===== config.mk =====
export PLATFORM = sky130hd
export DESIGN_NAME = branch_pc_unit
export DESIGN_NICKNAME = d
export VERILOG_FILES = /design/src/rtl/branch_pc_unit.sv
export SDC_FILE = /design/constraint.sdc
export NUM_CORES = 1
export LEC_CHECK = 0
export ABC_AREA = 1
export BUFFER_PORTS_ARGS = -buffer_cell sky130_fd_sc_hd__buf_2
export CAP_MARGIN = 40
export CORE_MARGIN = 4
export CORE_UTILIZATION = 56
export CTS_CLUSTER_SIZE = 16
export DETAILED_ROUTE_END_ITERATION = 8
export HOLD_SLACK_MARGIN = 0.02
export PLACE_DENSITY = 0.9
export SKIP_LAST_GASP = 1
export SYNTH_ARGS = -nofsm -noshare
export SYNTH_HDL_FRONTEND = slang
export SYNTH_SLANG_ARGS = --single-unit

===== constraint.sdc =====
create_clock -name clk -period 3.7 [get_ports clk]
set_input_delay 0.37 -clock clk [delete_from_list [all_inputs] [get_ports clk]]
set_output_delay 0.37 -clock clk [all_outputs]
set_load 0.01 [all_outputs]

===== src/rtl/branch_pc_unit.sv =====
// Branch/PC unit: holds the committed N/V/Z flags and the fetch PC, resolves
// B/JAL/JR/HLT redirects and raises a one-cycle flush after every redirect.
module branch_pc_unit #(
  parameter int ASIZE = 16,
  parameter int OSIZE = 8
) (
  input  logic             clk,
  input  logic             rst,
  input  logic             stall,
  input  logic [2:0]       flag_in,
  input  logic             flag_update,
  input  logic             br_en,
  input  logic             jal_en,
  input  logic             jr_en,
  input  logic             hlt_en,
  input  logic [2:0]       cond,
  input  logic [ASIZE-1:0] br_pc,
  input  logic [OSIZE-1:0] offset,
  input  logic [ASIZE-1:0] jr_target,
  output logic [ASIZE-1:0] pc_out,
  output logic             flush,
  output logic             br_taken,
  output logic [ASIZE-1:0] ret_addr,
  output logic [2:0]       flags_out,
  output logic             halted
);

  typedef enum logic [1:0] {
    S_RUN   = 2'd0,
    S_FLUSH = 2'd1,
    S_HALT  = 2'd2
  } state_t;

  state_t           state_q, state_d;
  logic [ASIZE-1:0] pc_q, pc_d;
  logic [ASIZE-1:0] ret_q, ret_d;
  logic [2:0]       flags_q, flags_d;
  logic             flush_q, flush_d;
  logic             taken_q, taken_d;

  logic [2:0]       eff_flags;
  logic             cond_true;
  logic [ASIZE-1:0] off_ext;
  logic [ASIZE-1:0] link_addr;
  logic [ASIZE-1:0] rel_target;

  // Same-cycle forwarding: a flag-setting EX instruction feeds the branch directly.
  assign eff_flags  = flag_update ? flag_in : flags_q;
  assign off_ext    = {{(ASIZE-OSIZE){offset[OSIZE-1]}}, offset};
  assign link_addr  = br_pc + ASIZE'(1);
  assign rel_target = link_addr + off_ext;

  always_comb begin
    cond_true = 1'b0;
    unique case (cond)
      3'b000:  cond_true = ~eff_flags[2];
      3'b001:  cond_true = eff_flags[2];
      3'b010:  cond_true = ~eff_flags[2] & ~eff_flags[0];
      3'b011:  cond_true = eff_flags[0];
      3'b100:  cond_true = eff_flags[2] | ~eff_flags[0];
      3'b101:  cond_true = eff_flags[0] | eff_flags[2];
      3'b110:  cond_true = eff_flags[1];
      default: cond_true = 1'b1;
    endcase
  end

  always_ff @(posedge clk or negedge rst) begin
    if (!rst) begin
      state_q <= S_RUN;
      pc_q    <= '0;
      ret_q   <= '0;
      flags_q <= '0;
      flush_q <= 1'b0;
      taken_q <= 1'b0;
    end else begin
      state_q <= state_d;
      pc_q    <= pc_d;
      ret_q   <= ret_d;
      flags_q <= flags_d;
      flush_q <= flush_d;
      taken_q <= taken_d;
    end
  end

  always_comb begin
    state_d = state_q;
    pc_d    = pc_q;
    ret_d   = ret_q;
    flags_d = flags_q;
    flush_d = flush_q;
    taken_d = taken_q;
    if (!stall && state_q != S_HALT) begin
      if (flag_update) flags_d = flag_in;
      flush_d = 1'b0;
      taken_d = 1'b0;
      if (state_q == S_FLUSH) begin
        // Wrong-path slot: every control enable is discarded.
        pc_d    = pc_q + ASIZE'(1);
        state_d = S_RUN;
      end else if (hlt_en) begin
        state_d = S_HALT;
      end else if (jr_en) begin
        pc_d    = jr_target;
        flush_d = 1'b1;
        taken_d = 1'b1;
        state_d = S_FLUSH;
      end else if (jal_en) begin
        pc_d    = rel_target;
        ret_d   = link_addr;
        flush_d = 1'b1;
        taken_d = 1'b1;
        state_d = S_FLUSH;
      end else if (br_en && cond_true) begin
        pc_d    = rel_target;
        flush_d = 1'b1;
        taken_d = 1'b1;
        state_d = S_FLUSH;
      end else begin
        pc_d = pc_q + ASIZE'(1);
      end
    end
  end

  always_comb begin
    pc_out    = pc_q;
    flush     = flush_q;
    br_taken  = taken_q;
    ret_addr  = ret_q;
    flags_out = flags_q;
    halted    = (state_q == S_HALT);
  end

endmodule


==> results.tsv <==
stage	metric	value	unit
synthesis	Yosys top cell by area	dfrtp_1	
clocking	Setup Buffers After CTS	0	
power	leak pwr	0.002650	uW
synthesis	Net Count, Synth	694	
global_routing	All-Layer GR Usage	25.76	%
timing	post-layout min period	2738	ps
synthesis	top post-synthesis cells by count	217 x nand2_1, 88 x inv_1, 59 x nand3_1	
synthesis	Post-Syn Instances	618	
synthesis	synthesized cell area	0.003859	sq mm
synthesis	largest family of logic cells by synthesized area	simple AND/OR/NAND/NOR gates	
layout	fillers	563	
timing	Max Transition Viols Final	0	
clocking	H-tree Lvls	2	
critical_path	CP max-delay cell	ha_1	
clocking	TritonCTS clock tree	yes	
synthesis	simple-gate area share of the yosys netlist	42.64	%
clocking	hold buffers post-CTS	0	
placement	port buffer count	91	
floorplanning	Die Ht	91.01	um
min_path	min-delay worst type	in -> async	
layout	share of cells above drive strength 1	18.93	%
critical_path	CP required	3890	ps
layout	Reg area	950.9	sq um
synthesis	post-synth top area share	24.64	%
synthesis	mean area per synthesized cell	6.244	sq um
synthesis	Adder-Cell Fraction of Synth Area	7.328	%
critical_path	max incr delay on CP	340	ps
synthesis	top cells by area, synth	dfrtp_1 25%, nand2_1 21%, inv_1 8.6%	
drt	# DRC	0	
synthesis	Yosys Warn Count	0	
clocking	clk_lat worst skew	300	ps
floorplanning	I/O pin count	92	
floorplanning	Die Footprint	0.008283	sq mm
synthesis	Synth Flop Type	dfrtp_1	
layout	post-route cell area	0.004471	sq mm
run	max_cap viols	0	
critical_path	CP Capture Type	register	
layout	Multi-input gate area	0.002477	sq mm
global_routing	pin count of the biggest net entering global routing	27	
timing	Final Skew	6.929	ps
floorplanning	Core ar.	0.006531	sq mm
timing	Worst Tran Pin Value	905.3	ps
placement	DP Area	0.004379	sq mm
clocking	Clock Tree Root	clkbuf_8	
layout	# diodes	0	
timing	Final Setup Violations	0	
drt	WL final	10600	um
clocking	CTS Buffer Depth	2	
synthesis	mux cell area share after synthesis	0	%
critical_path	crit path kind	in -> reg	
global_routing	number of global-route vias before repair	4100	
synthesis	count leader, synth	nand2_1	
critical_path	crit path max fanout	6	
floorplanning	row cnt	29	
clocking	CTS buffer count	5	
drt	1st-pass router iterations	4	
clocking	clk slew on worst S/H paths	80	ps
drt	routed len/inst	13.50	um
clocking	clock sink total	38	
timing	TNS Setup	0	ps
floorplanning	Initial Util	59.08	%
floorplanning	Die W	91.01	um
placement	hpwl dp	8498	um
status	outcome	finished clean	
drt	Vias per Instance	5.320	
synthesis	Cell variety after synth	38	
timing	period utilisation layout	74.00	%
drt	ANT nets after route	0	
timing	Slew HR	39.48	%
synthesis	FF+latch count, synth	38	
critical_path	crit path DAT	2930	ps
power	PD cells	548.4	mW/mm^2
global_routing	Remaining Overflow, GRT	0	
layout	Nets	783	
global_routing	first-pass GRT wire length	18120	um
critical_path	Critical Path Start Type	input port	
global_routing	initial antenna violation count	0	
synthesis	xor/xnor cell area share of the yosys netlist	6.355	%
timing	final hold vios	0	
timing	unrepaired setup endpoints after global routing	false	
placement	routability cong.	0.9236	
timing	max frequency	365.3	MHz
critical_path	cell repeated most along the worst path	nand2_1	
drt	DR iter-0 viols	241	
synthesis	sequential share of the synthesized area	24.64	%
clocking	Resized cells post-CTS	0	
timing	hold slack	37.51	ps
drt	Via Count	4176	
synthesis	Post-synth ARST share	100.0	%
critical_path	crit path cell chain	buf_2, ha_1, nand2_1, inv_1, nand4_1, nor2_1, inv_1, nor2_1, nand2_1, xor2_1, ha_1, a21oi_1, o21ai_0, a21oi_1, nand2_1, nand2_1, nand3_1, nand3_1, nand2_1, nand2_1, nand2_1	
power	peak supply drop	0.0002790	V
synthesis	post-synthesis compound-gate area fraction	7.879	%
synthesis	Post-synth EDFFs	0	
layout	area grow syn2layout	15.86	%
==> area by class of cell <==
| class | count | area share (%) |
|---|---|---|
| clock buffer | 7 | 1.931 |
| clock inverter | 1 | 0.1120 |
| inverter | 95 | 7.976 |
| multi-input combinational | 473 | 55.42 |
| sequential | 38 | 21.27 |
| tap | 77 | 2.155 |
| timing repair buffer | 94 | 11.14 |
==> cell families (layout without fill, tap and decap cells) <==
| family | Yosys count | in the layout |
|---|---|---|
| AND/OR/NAND/NOR | 367 | 367 |
| buffers and inverters | 107 | 197 |
| AO/OA/AOI/OAI | 56 | 56 |
| adder cells (fa/ha/maj) | 22 | 22 |
| XOR/XNOR | 28 | 28 |
| flip-flops | 38 | 38 |
==> cell usage in the layout (no fill, tap or decap), types with 2 or more instances in the layout <==
| cell type | n |
|---|---|
| nand2_1 | 217 |
| buf_2 | 91 |
| inv_1 | 88 |
| nand3_1 | 59 |
| nor2_1 | 42 |
| dfrtp_1 | 38 |
| a21oi_1 | 24 |
| ha_1 | 21 |
| xor2_1 | 20 |
| o21ai_0 | 17 |
| nand4_1 | 12 |
| xnor2_1 | 8 |
| o21ai_1 | 6 |
| nand2_2 | 6 |
| nand3_2 | 6 |
| clkbuf_8 | 6 |
| inv_2 | 4 |
| nor3_1 | 4 |
| nand3b_1 | 4 |
| or2_2 | 4 |
| nor2_2 | 3 |
| clkinv_1 | 3 |
| a21o_1 | 3 |
| a31oi_1 | 3 |
| nor2_4 | 2 |
| nand3b_2 | 2 |
| buf_4 | 2 |
==> worst max-delay path, delay by kind of cell <==
family                     cells  cell delay [ps]
and+or+nand+nor               12             1070
xor gates and xnor gates       1              200
buffers and inverters          3              300
AOI/OAI and AO/OA              3              490
adders and majority gates      2              520
==> metal layers <==
metal,GRT usage (%),wire length (um)
met1,31.88,4528
met2,45.98,5259
met3,4.298,642
met4,7.538,168
met5,0,0
==> path summary, 6_finish.rpt <==
path	from	endpoint	slack [ps]	cells past startpoint
min in group clk	br_pc[0]	ret_addr[0]	300	2
worst min register to register	ret_addr[10]	ret_addr[10]	480	2
worst min-delay path	rst	ret_addr[14]	40	1
max in group asynchronous	rst	br_taken	3190	2
worst max-delay path	br_pc[0]	pc_out[13]	960	21
worst max register to register	state_q[1]	ret_addr[15]	1120	9
==> sequential cells by signal, indices dropped and copies added, names as in the netlist <==
| register | count |
|---|---|
| pc_out | 16 |
| ret_addr | 16 |
| flags_out | 3 |
| state_q | 2 |
| br_taken | 1 |
==> power breakdown <==
part / total, uW / switching [uW] / leakage, uW / internal (uW)
clock: 309 / 158 / 0.0000482 / 151
combinational: 1330 / 818 / 0.00213 / 510
sequential: 816 / 197 / 0.000468 / 619
==> per-stage QoR <==
step	worst slack, ps	std cells	utilization (%)	power, uW
2_1_floorplan	1207	618	-	1690
3_3_place_gp	789.4	776	66.63	2082
3_5_place_dp	687.2	777	67.05	2135
4_1_cts	998.3	785	68.45	2448
5_1_grt	663.7	785	68.45	2669
6_report	962.2	785	68.45	2452
Power figures use the tool's default switching activity.
